$ cat src/rtl/guest_ledger_if.sv
// Front-desk, day-tick, checkout and payment signals of guest_ledger.
// Payment handshake: a payment transfers on a clk edge where pay_valid && pay_ready are both high.
// pay_ready never depends on pay_valid. pay_amount is held stable while pay_valid is high.
interface guest_ledger_if #(
  parameter int ID_W   = 4,
  parameter int DAYS_W = 3,
  parameter int BILL_W = 16,
  parameter int REV_W  = 24
);
  logic              register;
  logic [ID_W-1:0]   id;
  logic [DAYS_W-1:0] days;
  logic [BILL_W-1:0] bill;
  logic              day_tick;
  logic              checkout_req;
  logic [ID_W-1:0]   checkout_id;
  logic              pay_valid;
  logic [BILL_W-1:0] pay_amount;
  logic              pay_ready;
  logic [BILL_W-1:0] due;
  logic              due_valid;
  logic              checkout_done;
  logic              checkout_err;
  logic              book_err;
  logic              overstay;
  logic [3:0]        occupancy;
  logic              full;
  logic [REV_W-1:0]  revenue;
  logic [1:0]        dbg_state;

  modport master (
    output register, id, days, bill, day_tick, checkout_req, checkout_id, pay_valid, pay_amount,
    input  pay_ready, due, due_valid, checkout_done, checkout_err, book_err, overstay, occupancy,
           full, revenue, dbg_state
  );

  modport slave (
    input  register, id, days, bill, day_tick, checkout_req, checkout_id, pay_valid, pay_amount,
    output pay_ready, due, due_valid, checkout_done, checkout_err, book_err, overstay, occupancy,
           full, revenue, dbg_state
  );
endinterface

$ cat src/rtl/guest_ledger.sv
// Occupancy ledger: books guests into free slots, ages stays on day_tick with late fees,
// and runs the checkout/payment handshake that frees slots and accumulates revenue.
module guest_ledger #(
  parameter int NUM_SLOTS = 8,
  parameter int ID_W      = 4,
  parameter int DAYS_W    = 3,
  parameter int BILL_W    = 16,
  parameter int LATE_FEE  = 200,
  parameter int REV_W     = 24
) (
  input logic           clk,
  input logic           rst,
  guest_ledger_if.slave bus
);
  localparam int IDX_W = $clog2(NUM_SLOTS);
  localparam logic [BILL_W:0]   FEE_X    = (BILL_W+1)'(LATE_FEE);
  localparam logic [BILL_W-1:0] BILL_MAX = '1;
  localparam logic [REV_W-1:0]  REV_MAX  = '1;

  typedef enum logic [1:0] {IDLE = 2'd0, LOOKUP = 2'd1, AWAIT_PAY = 2'd2} state_e;
  state_e state_q, state_d;

  logic              valid_q [NUM_SLOTS];
  logic              valid_d [NUM_SLOTS];
  logic              ovr_q   [NUM_SLOTS];
  logic              ovr_d   [NUM_SLOTS];
  logic [ID_W-1:0]   sid_q   [NUM_SLOTS];
  logic [ID_W-1:0]   sid_d   [NUM_SLOTS];
  logic [DAYS_W-1:0] days_q  [NUM_SLOTS];
  logic [DAYS_W-1:0] days_d  [NUM_SLOTS];
  logic [BILL_W-1:0] sbill_q [NUM_SLOTS];
  logic [BILL_W-1:0] sbill_d [NUM_SLOTS];

  logic              reg_q, reg_d;
  logic              pend_q, pend_d;
  logic [ID_W-1:0]   pend_id_q, pend_id_d;
  logic [DAYS_W-1:0] pend_days_q, pend_days_d;
  logic [BILL_W-1:0] pend_bill_q, pend_bill_d;

  logic [ID_W-1:0]   co_id_q, co_id_d;
  logic [IDX_W-1:0]  lock_idx_q, lock_idx_d;
  logic [BILL_W-1:0] due_q, due_d;
  logic [REV_W-1:0]  rev_q, rev_d;
  logic              done_q, done_d;
  logic              cerr_q, cerr_d;
  logic              berr_q, berr_d;
  logic [3:0]        occ_q, occ_d;
  logic              full_q, full_d;
  logic              ovr_any_q, ovr_any_d;

  logic                 pay_accept;
  logic                 lk_hit, dup, has_free;
  logic [IDX_W-1:0]     lk_idx, free_idx;
  logic [NUM_SLOTS-1:0] lock;
  logic [REV_W:0]       rev_sum;
  logic [BILL_W:0]      fee_sum;

  // Descending scan so the lowest matching index is the one left standing.
  always_comb begin
    lk_hit   = 1'b0;
    lk_idx   = '0;
    dup      = 1'b0;
    has_free = 1'b0;
    free_idx = '0;
    for (int i = NUM_SLOTS - 1; i >= 0; i--) begin
      if (valid_q[i] && sid_q[i] == co_id_q) begin
        lk_hit = 1'b1;
        lk_idx = IDX_W'(i);
      end
      if (valid_q[i] && sid_q[i] == pend_id_q) dup = 1'b1;
      if (!valid_q[i]) begin
        has_free = 1'b1;
        free_idx = IDX_W'(i);
      end
    end
  end

  // The slot under checkout is frozen from the lookup cycle so due matches the frozen bill.
  always_comb begin
    lock = '0;
    for (int i = 0; i < NUM_SLOTS; i++) begin
      lock[i] = (state_q == LOOKUP && lk_hit && lk_idx == IDX_W'(i)) ||
                (state_q == AWAIT_PAY && lock_idx_q == IDX_W'(i));
    end
  end

  always_comb begin
    reg_d       = bus.register;
    pend_d      = bus.register && !reg_q;
    pend_id_d   = pend_d ? bus.id   : pend_id_q;
    pend_days_d = pend_d ? bus.days : pend_days_q;
    pend_bill_d = pend_d ? bus.bill : pend_bill_q;
  end

  always_comb begin
    state_d    = state_q;
    co_id_d    = co_id_q;
    lock_idx_d = lock_idx_q;
    due_d      = due_q;
    rev_d      = rev_q;
    done_d     = 1'b0;
    cerr_d     = 1'b0;
    pay_accept = 1'b0;
    rev_sum    = {1'b0, rev_q} + (REV_W+1)'(due_q);
    case (state_q)
      IDLE: begin
        if (bus.checkout_req) begin
          co_id_d = bus.checkout_id;
          state_d = LOOKUP;
        end
      end
      LOOKUP: begin
        if (lk_hit) begin
          due_d      = sbill_q[lk_idx];
          lock_idx_d = lk_idx;
          state_d    = AWAIT_PAY;
        end else begin
          cerr_d  = 1'b1;
          state_d = IDLE;
        end
      end
      AWAIT_PAY: begin
        if (bus.pay_valid) begin
          if (bus.pay_amount >= due_q) begin
            pay_accept = 1'b1;
            done_d     = 1'b1;
            due_d      = '0;
            rev_d      = rev_sum[REV_W] ? REV_MAX : rev_sum[REV_W-1:0];
            state_d    = IDLE;
          end else begin
            cerr_d = 1'b1;
          end
        end
      end
      default: state_d = IDLE;
    endcase
  end

  always_comb begin
    berr_d    = 1'b0;
    occ_d     = '0;
    ovr_any_d = 1'b0;
    fee_sum   = '0;
    for (int i = 0; i < NUM_SLOTS; i++) begin
      valid_d[i] = valid_q[i];
      ovr_d[i]   = ovr_q[i];
      sid_d[i]   = sid_q[i];
      days_d[i]  = days_q[i];
      sbill_d[i] = sbill_q[i];
      if (bus.day_tick && valid_q[i] && !lock[i]) begin
        if (days_q[i] != '0) begin
          days_d[i] = days_q[i] - DAYS_W'(1);
        end else begin
          ovr_d[i]   = 1'b1;
          fee_sum    = {1'b0, sbill_q[i]} + FEE_X;
          sbill_d[i] = fee_sum[BILL_W] ? BILL_MAX : fee_sum[BILL_W-1:0];
        end
      end
    end
    if (pay_accept) valid_d[lock_idx_q] = 1'b0;
    // Allocation looks at pre-edge validity, so a slot freed this cycle is not reused yet.
    if (pend_q) begin
      if (dup || !has_free) begin
        berr_d = 1'b1;
      end else begin
        valid_d[free_idx] = 1'b1;
        ovr_d[free_idx]   = 1'b0;
        sid_d[free_idx]   = pend_id_q;
        days_d[free_idx]  = pend_days_q;
        sbill_d[free_idx] = pend_bill_q;
      end
    end
    for (int i = 0; i < NUM_SLOTS; i++) begin
      occ_d     = occ_d + 4'(valid_d[i]);
      ovr_any_d = ovr_any_d | (valid_d[i] & ovr_d[i]);
    end
    full_d = (occ_d == 4'(NUM_SLOTS));
  end

  always_ff @(posedge clk) begin
    if (rst) begin
      state_q     <= IDLE;
      reg_q       <= 1'b0;
      pend_q      <= 1'b0;
      pend_id_q   <= '0;
      pend_days_q <= '0;
      pend_bill_q <= '0;
      co_id_q     <= '0;
      lock_idx_q  <= '0;
      due_q       <= '0;
      rev_q       <= '0;
      done_q      <= 1'b0;
      cerr_q      <= 1'b0;
      berr_q      <= 1'b0;
      occ_q       <= '0;
      full_q      <= 1'b0;
      ovr_any_q   <= 1'b0;
      for (int i = 0; i < NUM_SLOTS; i++) begin
        valid_q[i] <= 1'b0;
        ovr_q[i]   <= 1'b0;
        sid_q[i]   <= '0;
        days_q[i]  <= '0;
        sbill_q[i] <= '0;
      end
    end else begin
      state_q     <= state_d;
      reg_q       <= reg_d;
      pend_q      <= pend_d;
      pend_id_q   <= pend_id_d;
      pend_days_q <= pend_days_d;
      pend_bill_q <= pend_bill_d;
      co_id_q     <= co_id_d;
      lock_idx_q  <= lock_idx_d;
      due_q       <= due_d;
      rev_q       <= rev_d;
      done_q      <= done_d;
      cerr_q      <= cerr_d;
      berr_q      <= berr_d;
      occ_q       <= occ_d;
      full_q      <= full_d;
      ovr_any_q   <= ovr_any_d;
      for (int i = 0; i < NUM_SLOTS; i++) begin
        valid_q[i] <= valid_d[i];
        ovr_q[i]   <= ovr_d[i];
        sid_q[i]   <= sid_d[i];
        days_q[i]  <= days_d[i];
        sbill_q[i] <= sbill_d[i];
      end
    end
  end

  assign bus.pay_ready     = (state_q == AWAIT_PAY);
  assign bus.due_valid     = (state_q == AWAIT_PAY);
  assign bus.due           = due_q;
  assign bus.checkout_done = done_q;
  assign bus.checkout_err  = cerr_q;
  assign bus.book_err      = berr_q;
  assign bus.overstay      = ovr_any_q;
  assign bus.occupancy     = occ_q;
  assign bus.full          = full_q;
  assign bus.revenue       = rev_q;
  assign bus.dbg_state     = state_q;
endmodule

$ cat src/flat_wrapper.sv
// flat-port wrapper written by rule: the top's interface ports become plain ports
module guest_ledger_flat 
#(
  parameter int NUM_SLOTS = 8,
  parameter int ID_W      = 4,
  parameter int DAYS_W    = 3,
  parameter int BILL_W    = 16,
  parameter int LATE_FEE  = 200,
  parameter int REV_W     = 24
)
  (clk, rst, bus_register, bus_id, bus_days, bus_bill, bus_day_tick, bus_checkout_req, bus_checkout_id, bus_pay_valid, bus_pay_amount, bus_pay_ready, bus_due, bus_due_valid, bus_checkout_done, bus_checkout_err, bus_book_err, bus_overstay, bus_occupancy, bus_full, bus_revenue, bus_dbg_state);
  guest_ledger_if #(.ID_W(ID_W), .DAYS_W(DAYS_W), .BILL_W(BILL_W), .REV_W(REV_W)) bus_i ();
  input logic clk;
  input logic rst;
  input wire logic [$bits(bus_i.register)-1:0] bus_register;
  input wire logic [$bits(bus_i.id)-1:0] bus_id;
  input wire logic [$bits(bus_i.days)-1:0] bus_days;
  input wire logic [$bits(bus_i.bill)-1:0] bus_bill;
  input wire logic [$bits(bus_i.day_tick)-1:0] bus_day_tick;
  input wire logic [$bits(bus_i.checkout_req)-1:0] bus_checkout_req;
  input wire logic [$bits(bus_i.checkout_id)-1:0] bus_checkout_id;
  input wire logic [$bits(bus_i.pay_valid)-1:0] bus_pay_valid;
  input wire logic [$bits(bus_i.pay_amount)-1:0] bus_pay_amount;
  output wire logic [$bits(bus_i.pay_ready)-1:0] bus_pay_ready;
  output wire logic [$bits(bus_i.due)-1:0] bus_due;
  output wire logic [$bits(bus_i.due_valid)-1:0] bus_due_valid;
  output wire logic [$bits(bus_i.checkout_done)-1:0] bus_checkout_done;
  output wire logic [$bits(bus_i.checkout_err)-1:0] bus_checkout_err;
  output wire logic [$bits(bus_i.book_err)-1:0] bus_book_err;
  output wire logic [$bits(bus_i.overstay)-1:0] bus_overstay;
  output wire logic [$bits(bus_i.occupancy)-1:0] bus_occupancy;
  output wire logic [$bits(bus_i.full)-1:0] bus_full;
  output wire logic [$bits(bus_i.revenue)-1:0] bus_revenue;
  output wire logic [$bits(bus_i.dbg_state)-1:0] bus_dbg_state;
  assign bus_i.register = bus_register;
  assign bus_i.id = bus_id;
  assign bus_i.days = bus_days;
  assign bus_i.bill = bus_bill;
  assign bus_i.day_tick = bus_day_tick;
  assign bus_i.checkout_req = bus_checkout_req;
  assign bus_i.checkout_id = bus_checkout_id;
  assign bus_i.pay_valid = bus_pay_valid;
  assign bus_i.pay_amount = bus_pay_amount;
  assign bus_pay_ready = bus_i.pay_ready;
  assign bus_due = bus_i.due;
  assign bus_due_valid = bus_i.due_valid;
  assign bus_checkout_done = bus_i.checkout_done;
  assign bus_checkout_err = bus_i.checkout_err;
  assign bus_book_err = bus_i.book_err;
  assign bus_overstay = bus_i.overstay;
  assign bus_occupancy = bus_i.occupancy;
  assign bus_full = bus_i.full;
  assign bus_revenue = bus_i.revenue;
  assign bus_dbg_state = bus_i.dbg_state;
  guest_ledger #(.NUM_SLOTS(NUM_SLOTS), .ID_W(ID_W), .DAYS_W(DAYS_W), .BILL_W(BILL_W), .LATE_FEE(LATE_FEE), .REV_W(REV_W)) u_core (.clk(clk), .rst(rst), .bus(bus_i));
endmodule
$ cat config.mk
export PLATFORM = sky130hd
export DESIGN_NAME = guest_ledger_flat
export DESIGN_NICKNAME = d
export VERILOG_FILES = /design/src/rtl/guest_ledger_if.sv /design/src/rtl/guest_ledger.sv /design/src/flat_wrapper.sv
export SDC_FILE = /design/constraint.sdc
export NUM_CORES = 1
export LEC_CHECK = 0
export ABC_AREA = 1
export BUFFER_PORTS_ARGS = -buffer_cell sky130_fd_sc_hd__buf_2
export CAP_MARGIN = 20
export CORE_MARGIN = 2
export CORE_UTILIZATION = 60
export CTS_CLUSTER_SIZE = 40
export DETAILED_ROUTE_END_ITERATION = 8
export PLACE_DENSITY = 0.81
export REMOVE_ABC_BUFFERS = 1
export SETUP_SLACK_MARGIN = 0.02
export SLEW_MARGIN = 20
export SYNTH_ARGS = -nofsm -noshare
export SYNTH_HDL_FRONTEND = slang
export SYNTH_SLANG_ARGS = --single-unit
$ cat constraint.sdc
create_clock -name clk -period 7.1 [get_ports clk]
set_clock_uncertainty 0.15 [all_clocks]
set_input_delay 0.71 -clock clk [delete_from_list [all_inputs] [get_ports clk]]
set_output_delay 0.71 -clock clk [all_outputs]
set_load 0.02 [all_outputs]
== Yosys cells after proc, flatten, opt, wreduce, memory -nomap -nowiden ==
Memories as Yosys holds them, arrays and structs flattened.
Cells that the tools add are included.
Word-level totals
  bits in registers: 83
  bits in latches: 0
  bits in writable memories: 200
  memory bits (read-only): 0
  input port bits: 49
  output and inout bits: 53
  logic and storage cells: 420
  memories kept: 5
Memories
  u_core.sbill_q: depth 8, width 16, rd ports 9, clocked after memory_dff 0, wr ports 8, line guest_ledger.sv:31  | logic [BILL_W-1:0] sbill_q [NUM_SLOTS];
  u_core.sid_q: depth 8, width 4, rd ports 8, clocked after memory_dff 0, wr ports 8, line guest_ledger.sv:27  | logic [ID_W-1:0] sid_q [NUM_SLOTS];
  u_core.days_q: depth 8, width 3, rd ports 8, clocked after memory_dff 0, wr ports 8, line guest_ledger.sv:29  | logic [DAYS_W-1:0] days_q [NUM_SLOTS];
  u_core.ovr_q: depth 8, width 1, rd ports 8, clocked after memory_dff 0, wr ports 8, line guest_ledger.sv:25  | logic ovr_q [NUM_SLOTS];
  u_core.valid_q: depth 8, width 1, rd ports 8, clocked after memory_dff 0, wr ports 8, line guest_ledger.sv:23  | logic valid_q [NUM_SLOTS];
Cells by class
  $add $sub $neg: 24
  multiply operators: 0
  divide/modulo/power cells: 0
  magnitude comparators: 5
  equal/unequal tests: 37
  shift operators: 0
  muxes and demuxes: 181
  bitwise logic cells: 63
  reduce and logical (&&, ||, !) cells: 89
Operators by type and width (number)
  2-to-1 mux 16 bit: 36
  2-to-1 mux 128 bit: 2
  adder 16 x 8 -> 17 bit (second input constant): 8
  bitwise mux 128 bit: 1
  2-to-1 mux 3 bit: 41
  2-to-1 mux 24 bit: 3
  2-to-1 mux 1 bit: 68
  equality test 4 bit: 16
  2-to-1 mux 32 bit: 2
  logical AND 1 bit: 52
  demux 16 bit (select 3 bit): 1
  bitwise OR 1 bit: 47
  2-to-1 mux 8 bit: 5
  2-to-1 mux 4 bit: 9
  bitwise mux 32 bit: 1
  one-hot mux 16 bit (2 select lines): 1
  adder 24 x 16 -> 25 bit: 1
  adder 4 x 1 -> 4 bit: 6
  bitwise mux 24 bit: 1
  equality test 3 bit (second input constant): 8
  nonzero test 3 bit: 8
  subtractor 3 x 1 -> 3 bit (second input constant): 8
  AND 8 bit: 2
  >= comparator 16 bit: 1
  30 further kinds: 71

== Depth between registers and ports, before layout ==
Gate-level depths: netlist of run 1.
An unclocked memory read counts as a cell.
  word-level depth: 28
  mapped depth: 25

== Worst setup path before layout of run 1 ==
Ideal clock, no wire load.
  kind: input-to-reg
  start point: input port bus_pay_amount[15]
  end point: register u_core.full_q, in the netlist u_core.bus.full
  data arrival time: 4735 ps
  required time: 6872 ps
  setup slack: 2137 ps
  stages: 22
  buffers on the path: 0
  path through: ha_1 > nand2_1 > inv_1 > nand3_1 > nor3_1 > nand3_1 > nand3_1 > nand2_1 > inv_1 > a21boi_0 > nor2_1 > inv_1 > ha_1 > inv_1 > fa_1 > fa_1 > inv_1 > fa_1 > fa_1 > xnor2_1 > nand3_1 > nor3_1
RTL lines
  start, declared: line flat_wrapper.sv:23  | input wire logic [$bits(bus_i.pay_amount)-1:0] bus_pay_amount;
  end signal, assigned: line guest_ledger.sv:220  | full_q <= full_d;
  end, declared: line guest_ledger.sv:48  | logic full_q, full_d;

==> run summary, run 1 <==
result of the run: finished, violations left
failing checks: DRC
initial antenna violation count: 1
post-CTS sizing: 0
std cell rows: 61
Routed Antenna Nets: 0
gpl congestion: 1.028
worst-path fanout max: 8
Total Wirelength: 56,610 um
top_reg_cell synth: dfxtp_1
setup_tns: 0 ns
CTS sink count: 283
Post-Syn Area per Cell: 6.773 um^2
deepest clock path buffer count: 3
global routing usage on met2: 0.6171
Hold-fix buffers, CTS: 0
Critical Path Sink Type: flop
Detail Placement HPWL: 41,600 um
I/O Buffers: 101
vias after detailed routing: 17.80k
Netlist cell types: 61
Nets: 2,691
Max-cap violations: 0
sequential cell area: 5665 um^2
die width: 171.8 um
hold crit path type: in2reg
RSZ-0062 raised after global routing: no
residual DRC count: 13
R2R depth: 23
Min Hold Slack: 0.2112 ns
GRT Max-Usage Layer: met2
EDFF count, synth: 0
FF+latch count, synth: 283
CTS Buf Count: 31
first-pass GRT wire length: 87,290 um
met1 usage in global routing: 0.4801
Placement Setup Slack: 1.453 ns
clock latency on the worst-skew pair: 0.57 ns
IR drop worst, VDD: 0.1899 mV
Post-Syn Area: 16,880 um^2
CTS clock-pin slew for the worst setup and hold paths: 0.06 ns
Routed WL per cell: 19.03 um
Final Critical Period: 5.396 ns
crit path DAT: 5.73 ns
Setup crit start: u_core.bus.due[15]
share of post-route cells with drive strength above 1: 0.09784
worst setup margin: 1.704 ns
last element of the critical path: u_core.bus.full
Slew Viols, Final: 0
Register-to-Register Setup Slack: 1.70 ns
multi-input logic area: 9065 um^2
Peak Freq: 185.3 MHz
DRT iter0 DRCs: 2,168
slew margin rel.: 0.2936
H-tree depth: 1
final setup violation count: 0
Crit Path Class: reg2reg
Synth area leaders: dfxtp_1 34%, inv_1 10%, nand2_1 8.7%
post-synth top area share: 0.3355
synth warn: 0
GR Util met3: 0.07110
Startpoint Class: flop
First-pass DRT Iterations: 9
Period Utilization, post-route: 0.7600
Synth async-reset ratio: 0
pwr dens: 206.9 nW/um^2
Initial Util: 0.6078
Layout area overhead: 10.33%
# IOs: 102
r2r endpoint: u_core.bus.full
Worst R2R Start: u_core.bus.due[15]
Seq/Total Area, Yosys: 0.3355
final hold vios: 0
Core ar.: 27,780 um^2
Mapped Cells: 2,493
largest net degree at the start of global routing: 55
Worst-Margin Slew: 1.056 ns
number of diodes: 0
Leak: 0.009150 uW
Total Die Area: 29,500 um^2
post-CTS setup buffer count: 0
CTS tree: done
Via-to-Cell Ratio: 5.985
Vert. Die Dim: 171.8 um
Root Driver: clkbuf_16
Tot GR Track Use: 0.3803
CP Data Required Time: 7.43 ns
area leader, netlist: dfxtp_1
Fill cells: 2,544
vias in the first global route: 16.55k
gr ovfl total: 0
Synth top cells by count: 459 x inv_1, 391 x nand2_1, 283 x dfxtp_1
top-count cell post-synth: inv_1
==> how the worst min path moves through the flow <==
stage / from / end / slack (ns) / cells after the start
after floorplan: u_core.ovr_q[0][0] / u_core.ovr_q[0][0] / 0.28 / 2
after global placement: u_core.ovr_q[0][1] / u_core.ovr_q[0][1] / 0.29 / 2
after detailed placement: u_core.ovr_q[0][0] / u_core.ovr_q[0][0] / 0.30 / 2
after CTS: bus_register / u_core.reg_q / 0.19 / 3
after global routing: bus_register / u_core.reg_q / 0.20 / 3
final: bus_days[1] / u_core.pend_days_q[1] / 0.21 / 3
==> registers in the layout, summed over array words and instances (netlist names), 2 cells and up <==
name                  count
u_core.sbill_q          128
u_core.bus.dbg_state      2
u_core.lock_idx_q         3
u_core.bus.occupancy      4
u_core.ovr_q              8
u_core.valid_q            8
u_core.bus.due           16
u_core.bus.revenue       24
u_core.pend_id_q          4
u_core.sid_q             32
u_core.pend_days_q        3
u_core.pend_bill_q       16
u_core.days_q            24
u_core.co_id_q            4
==> layout make-up <==
| cell class | instances | area share |
|---|---|---|
| multi-input combinational | 1660 | 0.4866 |
| sequential | 283 | 0.3041 |
| inverter | 487 | 0.09826 |
| clock buffer | 41 | 0.04581 |
| timing repair buffer | 112 | 0.03157 |
| tap | 378 | 0.02539 |
| clock inverter | 13 | 0.008261 |
==> placed cells by master, fill, tap and decap left out, types with 8 or more instances in the layout <==
| cell type | netlist | layout |
|---|---|---|
| or2_2 | 9 | 9 |
| inv_1 | 459 | 459 |
| dfxtp_1 | 283 | 283 |
| clkbuf_16 | 0 | 31 |
| a21oi_1 | 172 | 172 |
| nand3_1 | 114 | 114 |
| nand2_1 | 391 | 391 |
| o22ai_1 | 96 | 96 |
| nand4_1 | 25 | 25 |
| buf_4 | 8 | 11 |
| ha_1 | 62 | 62 |
| o21ai_1 | 37 | 37 |
| xnor2_1 | 24 | 24 |
| o21ai_0 | 209 | 209 |
| nor2_1 | 226 | 225 |
| nor2_4 | 9 | 9 |
| nand2_2 | 20 | 20 |
| nor2_2 | 8 | 9 |
| inv_2 | 23 | 23 |
| xor2_1 | 42 | 42 |
| buf_2 | 18 | 101 |
| o31ai_1 | 8 | 8 |
| a22oi_1 | 34 | 34 |
| nor3_1 | 55 | 55 |
| o211ai_1 | 18 | 18 |
| nand3_2 | 9 | 9 |
| a31oi_1 | 21 | 21 |
==> power by group <==
part / total (uW) / switching (uW) / leakage [uW] / internal (uW)
clock: 1620 / 672 / 0.000485 / 947
combinational: 520 / 362 / 0.00637 / 158
sequential: 1720 / 70.2 / 0.00229 / 1650
==> critical path, cell delays in order, from the launching register on <==
cell,delay (ns)
dfxtp_1,0.37
inv_1,0.07
ha_1,0.30
nand2_1,0.06
inv_1,0.05
nand3_1,0.08
nor3_1,0.29
nand3_1,0.16
nand3_1,0.15
nand2_1,0.17
inv_1,0.23
a21boi_0,0.17
nor2_1,0.18
inv_1,0.06
ha_1,0.27
inv_1,0.05
fa_1,0.50
fa_1,0.55
inv_1,0.06
fa_1,0.45
fa_1,0.40
xnor2_1,0.23
nand3_1,0.11
nor3_1,0.18
==> per-layer routing <==
layer / vias up / part of all wire
met5: - / 0.00021
met1: 8159 / 0.39
li1: 8376 / -
met4: 2 / 0.058
met3: 204 / 0.11
met2: 1057 / 0.44
==> metrics by stage <==
stage | total power, uW | instances | cell area (um^2) | util
final | 3855 | 2974 | 18630 | 0.6706
after global routing | 3987 | 2974 | 18630 | 0.6706
after CTS | 3846 | 2974 | 18630 | 0.6706
after detailed placement | 2252 | 2920 | 17620 | 0.6343
after global placement | 2238 | 2920 | 17620 | 0.6343
after floorplan | 2061 | 2430 | 16560 | -
==> cell families (layout without fill, tap and decap cells) <==
logic type | count (synthesis) | after routing | share of synthesized area
AND/OR/NAND/NOR | 879 | 879 | 0.2280
AO/OA/AOI/OAI | 647 | 647 | 0.2220
buffers and inverters | 550 | 653 | 0.1278
flip-flops | 283 | 283 | 0.3355
adder cells (fa/ha/maj) | 67 | 67 | 0.05187
XOR/XNOR | 66 | 66 | 0.03423
multiplexers | 1 | 1 | 0.0005928
Note: power is estimated with default switching activity, not from simulation.
==> inputs of run 2 (changes only) <==
- ABC_AREA: 1 -> 0
- clock period: 7.1 -> 5.4 ns (I/O delays scaled with it)
==> run summary, run 2 <==
result of the run: completed
Synth async-reset ratio: 0 (unchanged)
gpl congestion: 0.9736 (-5.3%)
die width: 167.7 um (-2.4%)
Worst-Margin Slew: 1.116 ns (+0.06002 ns)
top-count cell post-synth: dfxtp_1
Via-to-Cell Ratio: 6.531 (+9.1%)
hold crit path type: in2reg
Peak Freq: 192.8 MHz (+4.0%)
post-synth top area share: 0.3525 (+0.01692)
CTS clock-pin slew for the worst setup and hold paths: 0.06 ns (about the same)
area leader, netlist: dfxtp_1
Routed Antenna Nets: 0 (unchanged)
synth warn: 0 (unchanged)
Register-to-Register Setup Slack: 0.21 ns (-1.49 ns)
Routed WL per cell: 21.89 um (+15%)
share of post-route cells with drive strength above 1: 0.1457 (+0.04781)
Synth top cells by count: 283 x dfxtp_1, 211 x nand2_1, 166 x nor2_1
commonest non-fill, non-tap cell in the layout: dfxtp_1
First-pass DRT Iterations: 6 (-3)
gr ovfl total: 0 (unchanged)
Vert. Die Dim: 167.7 um (-2.4%)
number of diodes: 0 (unchanged)
DP Cell Count: 2,267 (-22%)
CTS tree: done
hold path startpoint: bus_bill[8]
Nets: 2,084 (-23%)
IR drop worst, VDD: 0.2594 mV (+37%)
residual DRC count: 0 (-13)
post-CTS setup buffer count: 0 (unchanged)
CTS sink count: 283 (unchanged)
Total Wirelength: 50,920 um (-10%)
vias in the first global route: 14.75k (-11%)
final setup violation count: 0 (unchanged)
Seq/Total Area, Yosys: 0.3525 (+0.01692)
crit path DAT: 5.44 ns (-0.29 ns)
Layout area overhead: 12.07%
I/O Buffers: 101 (unchanged)
Critical Path Sink Type: flop
clock latency on the worst-skew pair: 0.51 ns (-0.06 ns)
placed cell areas: 16,860 um^2 (-4.3%)
Post-Syn Area per Cell: 8.469 um^2 (+25%)
FF+latch count, synth: 283 (unchanged)
Period Utilization, post-route: 0.9607 (+0.2007)
Netlist cell types: 84 (+38%)
vias after detailed routing: 15.19k (-15%)
largest net degree at the start of global routing: 138 (+150%)
Synth area leaders: dfxtp_1 35%, nand2_1 4.9%, xor2_1 4.8%
DRT iter0 DRCs: 1,780 (-18%)
H-tree depth: 2 (+1)
top_reg_cell synth: dfxtp_1
Worst R2R Start: u_core.bus.due[13]
# IOs: 102 (unchanged)
worst setup margin: 0.2121 ns (-1.492 ns)
deepest clock path buffer count: 3 (unchanged)
final hold vios: 0 (unchanged)
max reg flops: 128 (unchanged)
Core ar.: 26,210 um^2 (-5.7%)
pwr dens: 270.9 nW/um^2 (+31%)
Mapped Cells: 1,898 (-24%)
Final Critical Period: 5.188 ns (-0.2083 ns)
Initial Util: 0.6134 (+0.005595)
CP Data Required Time: 5.65 ns (-1.78 ns)
Hold-fix buffers, CTS: 0 (unchanged)
most frequent cells in the layout: 279 x dfxtp_1, 211 x nand2_1, 165 x nor2_1
Core Util, Final: 0.6874 (+0.01686)
std cell rows: 59 (-3.3%)
Total Die Area: 28,110 um^2 (-4.7%)
Setup crit start: u_core.bus.due[13]
slew margin rel.: 0.2534 (-0.04016)
Startpoint Class: flop
leading registers by flop count: u_core.sbill_q: 128 flops, u_core.sid_q: 32 flops
Tot GR Track Use: 0.3542 (-0.02613)
Root Driver: clkbuf_16
Max-cap violations: 0 (unchanged)
Crit Path Class: reg2reg
Post-Syn Area: 16,070 um^2 (-4.8%)
most flop-heavy register: u_core.sbill_q
worst-path fanout max: 4 (-4)
Leak: 0.007155 uW (-22%)
EDFF count, synth: 0 (unchanged)
first-pass GRT wire length: 79,580 um (-8.8%)
Detail Placement HPWL: 36,220 um (-13%)
Placement Setup Slack: -0.07371 ns (-1.527 ns)
Slew Viols, Final: 0 (unchanged)
CTS Buf Count: 34 (+9.7%)
initial antenna violation count: 0 (-1)
final instance area: 18,010 um^2 (-3.3%)
fin cells: 2,326 (-22%)
-- run 2: cell types whose count changed after synthesis, moves of 47 or more --
cell	before	now
xor2_1	42	89
o22ai_1	96	10
inv_1	459	98
o21ai_0	209	28
nor2_1	226	166
nand2_1	391	211
xnor2_1	24	71
a21oi_1	172	105
-- run 2: cells by family after synthesis --
kind of cell    Yosys count  share of synthesized area
xor+xnor                160                    0.08718
compound gates          445                     0.2079
mux                      61                    0.04048
fa+ha+maj                67                    0.05449
simple gates            666                     0.2000
buf+inv                 216                    0.05752
flops                   283                     0.3525
-- run 2: report_power, final --
group | internal, uW | switching (uW)
Clock | 1430 | 896
Combinational | 132 | 236
Sequential | 2130 | 58.5
-- run 2: path summary, 6_finish.rpt --
check,end,cells after the start
worst max-delay path,u_core.bus.full,19
worst min-delay path,u_core.pend_bill_q[8],2
worst min register to register,u_core.sbill_q[0][1],2
worst max register to register,u_core.bus.full,19
-- run 2: timing repair --
| action | 4_1_cts | 5_1_grt |
|---|---|---|
| resized for setup | 0 | 7 |
| setup endpoints to repair | 0 | 2 |
| endpoints found under the hold margin | 0 | 0 |
-- run 2: per-stage QoR --
stage | hold WS (ns) | TNS [ns] | total power, uW
after floorplan | 0.2755 | -3.990 | 2418
after global placement | 0.2959 | 0 | 2576
after detailed placement | 0.3036 | -0.07371 | 2587
after CTS | 0.09905 | 0 | 4875
after global routing | 0.1055 | -0.005526 | 4993
final | 0.09956 | 0 | 4880
-- run 2: final cells by class --
class                           count  area (um^2)
Inverter                          100        375.4
Tap cell                          335        419.2
Sequential cell                   283         5670
Clock inverter                      9        126.4
Fill cell                        2123         8192
Multi-Input combinational cell   1399         9529
Clock buffer                       50         1002
Timing Repair Buffer              150        892.1
-- run 2: layer usage --
| layer | track usage | up-vias | routed length, um |
|---|---|---|---|
| met5 | 0 | - | 0 |
| li1 | - | 6917 | - |
| met4 | 0.1811 | 0 | 3039 |
| met1 | 0.4485 | 7193 | 20310 |
| met2 | 0.5809 | 886 | 22890 |
| met3 | 0.06381 | 194 | 4677 |
-- run 2: critical path: stages (launching register included) --
cell and delay [ns]:
dfxtp_1 0.37, inv_1 0.06, ha_1 0.29, nand4_1 0.18, nor4_2 0.36, buf_4 0.16, o211ai_1 0.09, nand3_2 0.15
nand3_1 0.12, o31ai_1 0.28, nand2_1 0.11, ha_1 0.28, inv_1 0.05, fa_1 0.51, fa_1 0.54, inv_1 0.05
fa_1 0.46, fa_1 0.39, xor2_1 0.18, nor4b_1 0.28
